**config.mk**
```make
export PLATFORM = sky130hd
export DESIGN_NAME = cdc_fifo_slice_unpacker
export DESIGN_NICKNAME = d
export VERILOG_FILES = /design/src/rtl/cdc_fifo_slice_unpacker.sv
export SDC_FILE = /design/constraint.sdc
export NUM_CORES = 1
export LEC_CHECK = 0
export CORE_MARGIN = 5
export CORE_UTILIZATION = 42
export CTS_CLUSTER_DIAMETER = 200
export DETAILED_ROUTE_END_ITERATION = 6
export PLACE_DENSITY = 0.76
export SYNTH_ARGS = -nofsm -noshare
export SYNTH_HDL_FRONTEND = slang
export SYNTH_SLANG_ARGS = --single-unit
```
**constraint.sdc**
```tcl
create_clock -name clk_DB -period 3.5 [get_ports clk_DB]
set_clock_uncertainty 0.2 [all_clocks]
set_input_delay 1.05 -clock clk_DB [delete_from_list [all_inputs] [get_ports clk_DB]]
set_output_delay 1.05 -clock clk_DB [all_outputs]
set_load 0.05 [all_outputs]
```
**src/rtl/cdc_fifo_slice_unpacker.sv**
```systemverilog
// Receiver-domain unpacker behind the CDC FIFO: takes one peeked word, streams it
// out as Ratio slices (LS slice first) on a valid/ready interface, flagging the last.
module cdc_fifo_slice_unpacker #(
  parameter int DataWidth  = 32,
  parameter int SliceWidth = 8
) (
  input  logic                  clk_DB,
  input  logic                  rst_n,
  input  logic                  In_Valid_DB,
  input  logic [DataWidth-1:0]  In_Data_DB,
  output logic                  In_Deq_DB,
  output logic                  Out_Valid_DB,
  output logic [SliceWidth-1:0] Out_Data_DB,
  output logic                  Out_Last_DB,
  input  logic                  Out_Ready_DB,
  output logic                  Busy_DB
);

  localparam int Ratio    = DataWidth / SliceWidth;
  localparam int IdxWidth = (Ratio > 1) ? $clog2(Ratio) : 1;
  localparam logic [IdxWidth-1:0] LastIdx = IdxWidth'(Ratio - 1);
  localparam int RestWidth = DataWidth - SliceWidth;

  if ((DataWidth % SliceWidth) != 0 || Ratio < 2) begin : gBadParams
    $error("cdc_fifo_slice_unpacker: DataWidth must be a multiple of SliceWidth with Ratio >= 2");
  end

  typedef enum logic {
    EMPTY  = 1'b0,
    ACTIVE = 1'b1
  } state_t;

  state_t                stateQ;
  logic [IdxWidth-1:0]   idxQ;
  logic [RestWidth-1:0]  restQ;  // slices not yet presented, next one in the low bits
  logic                  outValidQ;
  logic [SliceWidth-1:0] outDataQ;
  logic                  outLastQ;

  logic accept;
  logic finalSlice;
  logic load;

  // Handshake: a slice transfers on any edge where Out_Valid_DB & Out_Ready_DB;
  // upstream word is consumed by the In_Deq_DB pulse, which only fires with In_Valid_DB.
  assign accept     = outValidQ & Out_Ready_DB;
  assign finalSlice = accept & (idxQ == LastIdx);
  assign load       = In_Valid_DB & ((stateQ == EMPTY) | finalSlice);

  assign In_Deq_DB    = rst_n & load;
  assign Out_Valid_DB = outValidQ;
  assign Out_Data_DB  = outDataQ;
  assign Out_Last_DB  = outLastQ;
  assign Busy_DB      = (stateQ == ACTIVE);

  always_ff @(posedge clk_DB or negedge rst_n) begin
    if (!rst_n) begin
      stateQ    <= EMPTY;
      idxQ      <= '0;
      restQ     <= '0;
      outValidQ <= 1'b0;
      outDataQ  <= '0;
      outLastQ  <= 1'b0;
    end else if (load) begin
      stateQ    <= ACTIVE;
      idxQ      <= '0;
      restQ     <= In_Data_DB[DataWidth-1:SliceWidth];
      outValidQ <= 1'b1;
      outDataQ  <= In_Data_DB[SliceWidth-1:0];
      outLastQ  <= 1'b0;
    end else if (finalSlice) begin
      // Data deliberately left at the last slice; only valid/last drop.
      stateQ    <= EMPTY;
      outValidQ <= 1'b0;
      outLastQ  <= 1'b0;
    end else if (accept) begin
      idxQ     <= idxQ + 1'b1;
      restQ    <= restQ >> SliceWidth;
      outDataQ <= restQ[SliceWidth-1:0];
      outLastQ <= ((idxQ + 1'b1) == LastIdx);
    end
  end

endmodule

```
=== After elaboration in Yosys (flattened, before gate mapping) ===
Index checks and enable logic that the tools add are counted.
W data, S select, Z words.

* Register bits: 36
* Logic and storage cells: 33

* Add/sub/neg operators: 1
* Equality and inequality tests: 3
* Muxes and demuxes: 14
* Bitwise gates (word level): 6
* Reduce and logical (&&, ||, !) cells: 4

{| class="wikitable"
|+ Operators with widths
! operator !! count
|-
| $mux W24 || 3
|-
| $mux W8 || 3
|-
| $mux W2 || 3
|-
| $mux W1 || 5
|-
| $and A1 B1 Y1 || 4
|-
| $eq A2 B2 Y1 const B || 2
|-
| $reduce_bool A2 Y1 || 2
|-
| $reduce_bool A3 Y1 || 1
|-
| $add A2 B1 Y2 const B || 1
|-
| $ne A2 B1 Y1 const B || 1
|-
| $reduce_and A2 Y1 || 1
|-
| $not A1 Y1 || 1
|-
| $or A1 B1 Y1 || 1
|}

=== Longest topological paths before layout ===
Gate-level depths: netlist of the first run.

* Depth after elaboration: 6
* Depth in mapped cells: 6
* Depth with buffers taken out: 5

=== Worst setup path after synthesis of the first run ===
Ideal clock, no wire load.

* Path type: input-to-output
* From: in Out_Ready_DB
* To: out In_Deq_DB
* Data arrival time: 2069 ps
* Data required time: 2250 ps
* Path slack: 181 ps
* Stages: 5
* Cell sequence: buf_2 > a21boi_2 > nor2_2 > buf_6 > and2_1

* Word-level cells in the longest chain between the ends: 5

{| class="wikitable"
|+ RTL lines
! item !! RTL line !! source
|-
| start: declaration || 15 || <nowiki>input logic Out_Ready_DB,</nowiki>
|-
| $and A1 B1 Y1 || 46 || <nowiki>assign accept = outValidQ & Out_Ready_DB;</nowiki>
|-
| $and A1 B1 Y1 || 47 || <nowiki>assign finalSlice = accept & (idxQ == LastIdx);</nowiki>
|-
| $or A1 B1 Y1 || 48 || <nowiki>assign load = In_Valid_DB & ((stateQ == EMPTY) | finalSlice);</nowiki>
|-
| $and A1 B1 Y1 || 48 ||
|-
| $and A1 B1 Y1 || 50 || <nowiki>assign In_Deq_DB = rst_n & load;</nowiki>
|-
| end: declaration || 11 || <nowiki>output logic In_Deq_DB,</nowiki>
|}

No other way between the ends.

=== Final worst setup path of the first run ===
Ends and elaborated chain as after synthesis.

==> flow_metrics.py, run 1 <==
metrics = {
    "clock_network": {
        "cts_buffer_depth": 2,
        "post-cts-setup-buffers": 0,
        "insertion_delay_ps": 280,
        "path_clk_slew_ps": 70,
        "cts_buffers": 5,
        "cts_tree": "done",
        "ctsRootBufferMaster": "clkbuf_8",
        "h-tree-depth": 2,
        "cts_num_sinks": 36,
        "cts_resized": 0,
        "cts_hold_buf": 0,
    },
    "timing": {
        "period_minus_slack_ps": 3330,
        "max_freq_mhz": 300,
        "finalSetupViolations": 0,
        "fin_tns_setup_ps": 0,
        "timing.final.crit_share_pct": 95.2,
        "tightest_slew_ps": 495,
        "holdWs_ps": 300,
        "slew_violations": 0,
        "max_slew_margin_pct": 66.9,
        "rsz0062_at_grt": "false",
        "hold_violations": 0,
    },
    "layout": {
        "stdcell_count": 277,
        "post-route-util_pct": 56.7,
        "synthToLayoutAreaGrowth_pct": 29.7,
        "n_antenna_cell": 0,
        "final_common_cell": "clkdlybuf4s50_1",
        "drive_above_1_share_pct": 9.78,
        "layout_common_cells": "45 x clkdlybuf4s50_1, 36 x dfrtp_1, 25 x nand2b_1, 25 x a21oi_1",
        "layout.nets": 263,
        "nFillCells": 396,
        "fin_area_um2": 2500,
    },
    "min_path": {
        "hold_class": "flip-flop to flip-flop",
    },
    "drt": {
        "wl_mm": 4.83,
        "first_iter_violations": 145,
        "wl_per_cell_um": 17.4,
        "vias": 1628,
        "via_per_inst": 5.88,
        "drc": 0,
        "first_pass_iters": 4,
        "ant_nets": 0,
    },
    "critical_path": {
        "cpPeakStageDelay_ps": 490,
        "worstPathCellList": "clkdlybuf4s50_1 > a21boi_2 > nor2_2 > and2_1 > buf_12",
        "worst-endpoint-arrival_ps": 2080,
        "worstPathMaxFanout": 2,
        "end_kind": "output pin",
        "critPathSlowestCell": "clkdlybuf4s50_1",
        "start_kind": "primary input",
        "crit_type": "primary input to output pin",
        "required_ps": 2250,
    },
    "yosys": {
        "synthCells": 180,
        "synth_top_area_share_pct": 46.7,
        "synth-seq-area-share_pct": 46.7,
        "synth.net_count": 218,
        "synth_edf_count": 0,
        "synth_cell_types": 28,
        "synth.avg_cell_area_um2": 10.7,
        "yosys.area.top_type": "dfrtp_1",
        "postSynth.asyncResetShare_pct": 100,
        "syn_area_um2": 1930,
        "yosys_register_bits": 36,
        "ys_warn_count": 0,
        "synth_ff_type": "dfrtp_1",
        "synth_area_leaders": "dfrtp_1 47%, a221o_1 12%, nand3b_1 9.3%",
    },
    "placement": {
        "dp.cells": 270,
        "port_buffers": 47,
        "hpwl_mm": 3.18,
        "placed_cell_area_um2": 2430,
        "gp_congestion": 0.790,
    },
    "power": {
        "cellLeakagePower_uw": 0.00103,
        "power_switching_uw": 775,
        "p_int_uw": 1140,
        "p_seq_share_pct": 38.7,
        "powerDensity_nw_per_um2": 765,
        "clkPwrFrac_pct": 14.5,
        "combPwrFrac_pct": 46.7,
        "switching_share_pct": 40.5,
        "ir_drop_v": 0.000333,
    },
    "floorplan": {
        "io_pins": 48,
        "start_util_pct": 43.7,
        "core_area_um2": 4410,
        "die_h_um": 77.8,
        "fp.dieW_um": 77.8,
        "row_count": 24,
        "dieArea_um2": 6050,
    },
    "global_routing": {
        "antenna_found_initial": 0,
        "grt_max_degree": 55,
        "grt_pass1_wl_mm": 7.98,
        "grt.overflow.total": 0,
        "track_usage_pct": 16.3,
        "grt_pass1_vias": 1611,
    },
    "flow_run": {
        "cap_violations": 0,
    },
    "run_status": {
        "outcome": "finished clean",
    },
}
[cell usage after synthesis, types with 3 or more instances]
library cell / number
dfrtp_1: 36
buf_4: 3
a22o_1: 9
buf_2: 5
nand3b_1: 24
a21oi_1: 25
buf_6: 3
nand2b_1: 25
clkbuf_1: 5
a221o_1: 24
[metrics by stage]
stage	total power [µW]	setup WS (ps)
after global routing	2040	79.5
after CTS	1930	144
after floorplan	1370	181
final	1910	167
after global placement	1610	147
after detailed placement	1650	141
[kinds of logic after synthesis]
family | synth area share (%)
adder cells (fa/ha/maj) | 1.30
AO/OA/AOI/OAI | 25.3
AND/OR/NAND/NOR | 20.2
flip-flops | 46.7
multiplexers | 0.518
buffers and inverters | 6.03
[state kept, by name, indices dropped and copies added (netlist names)]
signal	flops
Out_Last_DB	1
restQ	24
idxQ	2
Out_Data_DB	8
Out_Valid_DB	1
[worst paths after layout]
check                        startpoint          end  slack (ps)  cells past startpoint
min in group asynchronous         rst_n  Out_Last_DB         620                      2
max                        Out_Ready_DB    In_Deq_DB         170                      5
min reg2reg                   restQ[20]    restQ[20]         300                      1
max in group asynchronous         rst_n    restQ[14]        2150                      2
min                           restQ[20]    restQ[20]         300                      1
max reg2reg                     idxQ[0]     restQ[9]        1480                      6
[area by class of cell]
class                      count  area [µm²]  area share (%)
sequential                    36         901            36.0
timing repair buffer          55         536            21.4
clock inverter                 1        5.00           0.200
multi-input combinational    124         913            36.5
inverter                       3        11.3           0.450
tap                           52        65.1            2.60
clock buffer                   6        72.6            2.90
[worst max-delay path, delay by kind of cell]
kind	cells	cell delay (ps)
buffers and inverters	2	650
AOI/OAI and AO/OA	1	70
and+or+nand+nor	2	310
[routing by layer]
| metal | routed length, µm | GRT usage (%) |
|---|---|---|
| met1 | 2240 | 23.4 |
| met2 | 2240 | 24.0 |
| met3 | 304 | 4.28 |
| met4 | 42 | 4.81 |
| met5 | 0 | 0 |
[power by group through the flow]
stage / clock (µW) / combinational, µW / sequential (µW)
final: 278 / 895 / 741
after CTS: 283 / 904 / 740
after global routing: 300 / 975 / 765
after detailed placement: 0 / 901 / 745
after global placement: 0 / 877 / 734
after floorplan: 0 / 485 / 883
No activity file was read; power rests on OpenSTA's default activity.
==> run 2, diff against run 1 <==
- MAX_ROUTING_LAYER: default -> met4
- clock period: 3.5 -> 4.1 ns (I/O delays scaled with it)
==> flow_metrics.py, run 2 (synthesized netlist as in run 1, its figures left out) <==
metrics = {
    "floorplan": {
        "io_pins": 48,
        "fp.dieW_um": 77.8,
        "die_h_um": 77.8,
        "start_util_pct": 43.7,
        "row_count": 24,
        "dieArea_um2": 6050,
        "core_area_um2": 4410,
    },
    "layout": {
        "largest-register": "restQ",
        "largest_reg_flops": 24,
        "final_common_cell": "clkdlybuf4s50_1",
        "n_antenna_cell": 0,
        "stdcell_count": 275,
        "layout.nets": 260,
        "layout_common_cells": "45 x clkdlybuf4s50_1, 36 x dfrtp_1, 25 x nand2b_1, 25 x a21oi_1",
        "drive_above_1_share_pct": 9.42,
        "synthToLayoutAreaGrowth_pct": 31.0,
    },
    "flow_run": {
        "cap_violations": 0,
    },
    "power": {
        "finalPower_uw": 1720,
        "cellLeakagePower_uw": 0.00104,
        "ir_drop_v": 0.000361,
        "powerDensity_nw_per_um2": 681,
    },
    "global_routing": {
        "grtUsageMet3_pct": 5.09,
        "grt_util_met2_pct": 22.5,
        "busiest_layer": "met1",
        "grt.overflow.total": 0,
        "antenna_found_initial": 0,
        "track_usage_pct": 16.6,
        "grt_max_degree": 55,
        "grt.met1_usage_pct": 23.7,
        "grt_pass1_wl_mm": 7.80,
        "grt_pass1_vias": 1516,
    },
    "timing": {
        "tightest_slew_ps": 815,
        "finalSetupViolations": 0,
        "fin_tns_setup_ps": 0,
        "max_freq_mhz": 266,
        "setup_slack_ps": 338,
        "hold_violations": 0,
        "timing.final.crit_share_pct": 91.7,
        "max_slew_margin_pct": 45.7,
        "rsz0062_at_grt": "false",
        "period_minus_slack_ps": 3760,
        "slew_violations": 0,
    },
    "critical_path": {
        "crit_family": "buffers and inverters",
        "start_kind": "primary input",
        "required_ps": 2670,
        "worstPathMaxFanout": 2,
        "worstPathCellList": "clkdlybuf4s50_1 > a21boi_2 > nor2_2 > and2_1 > buf_12",
        "worst-endpoint-arrival_ps": 2330,
        "critPathSlowestCell": "clkdlybuf4s50_1",
        "crit_type": "primary input to output pin",
        "crit_buf_inv": 2,
        "end_kind": "output pin",
        "cpPeakStageDelay_ps": 490,
    },
    "drt": {
        "first_pass_iters": 4,
        "wl_per_cell_um": 17.1,
        "wl_mm": 4.70,
        "drc": 0,
        "vias": 1602,
        "first_iter_violations": 180,
        "ant_nets": 0,
        "via_per_inst": 5.83,
    },
    "placement": {
        "hpwl_mm": 3.03,
        "dpl_worst_slack_ps": 328,
        "port_buffers": 47,
        "dp.cells": 267,
        "gp_congestion": 0.784,
    },
    "clock_network": {
        "cts_tree": "done",
        "insertion_delay_ps": 280,
        "h-tree-depth": 2,
        "cts_hold_buf": 0,
        "cts_buffers": 5,
        "cts_buffer_depth": 2,
        "cts_num_sinks": 36,
        "post-cts-setup-buffers": 0,
        "path_clk_slew_ps": 70,
        "ctsRootBufferMaster": "clkbuf_8",
        "cts_resized": 0,
    },
    "min_path": {
        "hold_class": "flip-flop to flip-flop",
    },
    "run_status": {
        "outcome": "finished clean",
    },
}
-- run 2: area by class of cell --
cell class	instances	area [µm²]
fillers	405	1880
multi-input cells	124	913
flip-flops and latches	36	901
repair buffers	52	513
clock buffers	7	96.3
well taps	52	65.1
clock inverters	1	30.0
inverters	3	11.3
-- run 2: worst reg2reg max path: cells and delay by family, from the launching register on --
kind | cells | cell delay, ps
buf+inv | 1 | 320
fa+ha+maj | 1 | 710
flops | 1 | 390
compound gates | 1 | 190
simple gates | 2 | 630
-- run 2: report_power, final --
part | total (µW) | internal, µW | switching, µW | leakage [µW]
registers | 628 | 505 | 123 | 0.000473
logic | 754 | 344 | 410 | 0.000501
clock network | 340 | 215 | 125 | 0.0000645
total | 1720 | 1060 | 658 | 0.00104
-- run 2: final timing paths --
kind	from	to	slack, ps	cells past startpoint
worst max-delay path	Out_Ready_DB	In_Deq_DB	340	5
worst min-delay path	restQ[23]	restQ[23]	300	1
worst min register to register	restQ[23]	restQ[23]	300	1
min in group asynchronous	rst_n	Out_Data_DB[4]	800	2
worst max register to register	idxQ[1]	restQ[0]	1600	5
max in group asynchronous	rst_n	idxQ[0]	2570	2
-- run 2: metrics by stage --
| stage | util, % | instance area (µm²) | hold WS [ps] |
|---|---|---|---|
| 3_3_place_gp | 54.5 | 2400 | 284 |
| 4_1_cts | 57.3 | 2530 | 307 |
| 2_1_floorplan | - | 1930 | 266 |
| 6_report | 57.3 | 2530 | 304 |
| 3_5_place_dp | 54.5 | 2400 | 283 |
| 5_1_grt | 57.3 | 2530 | 331 |
-- run 2: routing by layer --
| metal | part of all wire (%) | wire [µm] |
|---|---|---|
| met5 | 0 | 0 |
| met4 | 1.0 | 47 |
| met3 | 5.7 | 269 |
| met2 | 45 | 2140 |
| met1 | 48 | 2250 |
==> patch (config.mk and constraints of run 1) <==
Set the parameter `DataWidth` to 64 (it was 32).
--- a/src/rtl/cdc_fifo_slice_unpacker.sv
+++ b/src/rtl/cdc_fifo_slice_unpacker.sv
@@ -2,5 +2,5 @@
 // out as Ratio slices (LS slice first) on a valid/ready interface, flagging the last.
 module cdc_fifo_slice_unpacker #(
-  parameter int DataWidth  = 32,
+  parameter int DataWidth  = 64,
   parameter int SliceWidth = 8
 ) (
Interface: changed (resized In_Data_DB); port bits go from 48 to 80. The function was not compared with the original's and may differ.
==> patch against run 1 <==
Sequential cell count increased by 33. Area after synthesis is 110% higher. Worst setup slack better by 0.33 ns. Register-to-register slack lost 0.26 ns. Wire length increased by 100%. Hold slack improved by 0.0034 ns. Power grew 77%. Cell area is 100% higher. Critical path type unchanged. Highest routed layer unchanged.
==> patch: results (changes against run 1) <==
stage	metric	value	unit	change
route	drtIter0Drc	258		was 145
floorplanning	coreArea	0.00933	mm^2	was 0.00441 mm^2
place	post_dp_cell_area	0.00488	mm^2	was 0.00243 mm^2
clock_network	htreeDepth	3		was 2
timing	hold_slack	0.304	ns	was 0.300 ns
global_route	grt_usage	17.0	%	was 16.3%
global_route	grt_pass1_wl	15900	um	was 7980 um
yosys	synth_area_per_cell	9.63	um^2	was 10.7 um^2
cells_and_area	regArea	0.00173	mm^2	was 901 um^2
yosys	syn-num-nets	491		was 218
critical_path	critical_path.max_stage_delay	0.20	ns	was 0.49 ns
power	p_per_area	664	mW/mm^2	was 765 mW/mm^2
yosys	ys_top_cells_by_area	dfrtp_1, a221oi_2, nand2b_1, a21oi_1, inv_1		was dfrtp_1, a221o_1, nand3b_1, nand2b_1, a21oi_1
place	hpwl	6180	um	was 3180 um
yosys	yosys.area_share.adder	0.929	%	was 1.30%
yosys	synth-compound-area-share	30.2	%	was 25.3%
cells_and_area	signal_buffers	89		was 55
route	vias	3220		was 1,628
cells_and_area	clk_share	4.16	%	was 3.10%
yosys	seq_area_frac_synth	42.7	%	was 46.7%
global_route	grt_max_degree	70		was 55
cells_and_area	num-clock-buffers	13		was 6
route	wl_met3	655	um	was 304 um
cells_and_area	seq_cells	69		was 36
yosys	ys_types	24		was 28
timing	layout_setup_ws	0.496	ns	was 0.167 ns
global_route	use_met2	27.0	%	was 24.0%
critical_path	arrival	1.75	ns	was 2.08 ns
cells_and_area	inverters	58		was 3
power	p_comb_share	41.7	%	was 46.7%
clock_network	cts_made_buffers	9		was 5
place	gp_congestion	0.771		was 0.790
cells_and_area	multi_input_area_share	37.2	%	was 36.5%
cells_and_area	nMultiInputCombCells	253		was 124
cells_and_area	largest_reg_flops	56		was 24
place	placed_cells	598		was 270
power	p_leak	2.20	nW	was 1.03 nW
route	firstDrtPassIters	5		was 4
global_route	grt_pass1_vias	3294		was 1,611
critical_path	cp_top_family	simple AND/OR/NAND/NOR gates		was buffers and inverters
cells_and_area	fillerInstances	858		was 396
critical_path	slowest_stage	and2_1		was clkdlybuf4s50_1
global_route	grt_use_met3	3.82	%	was 4.28%
run_status	status	completed		unchanged
clock_network	clk_latency	0.34	ns	was 0.28 ns
route	wl_met2	4720	um	was 2240 um
power	ir_worst_vdd	0.000259	V	was 0.000333 V
## patch: cell types whose count changed after synthesis, moves of 15 or more
cell	run 1	this run
a221oi_2	0	50
nand3b_1	24	0
a221o_1	24	0
nand2b_1	25	58
a21oi_1	25	56
clkbuf_1	5	20
nor2_1	1	57
dfrtp_1	36	69
inv_1	2	58
## patch: path summary, 6_finish.rpt
path,from,to,cells after the start
hold / removal,idxQ[2]$_DFFE_PN0P_,idxQ[2]$_DFFE_PN0P_,1
max in group asynchronous,rst_n,Out_Valid_DB$_DFFE_PN0P_,2
min in group asynchronous,rst_n,Out_Data_DB[2]$_DFFE_PN0P_,2
setup / recovery,Out_Ready_DB,In_Deq_DB,5
setup reg to reg,Out_Valid_DB$_DFFE_PN0P_,restQ[4]$_DFFE_PN0P_,5
hold reg to reg,idxQ[2]$_DFFE_PN0P_,idxQ[2]$_DFFE_PN0P_,1
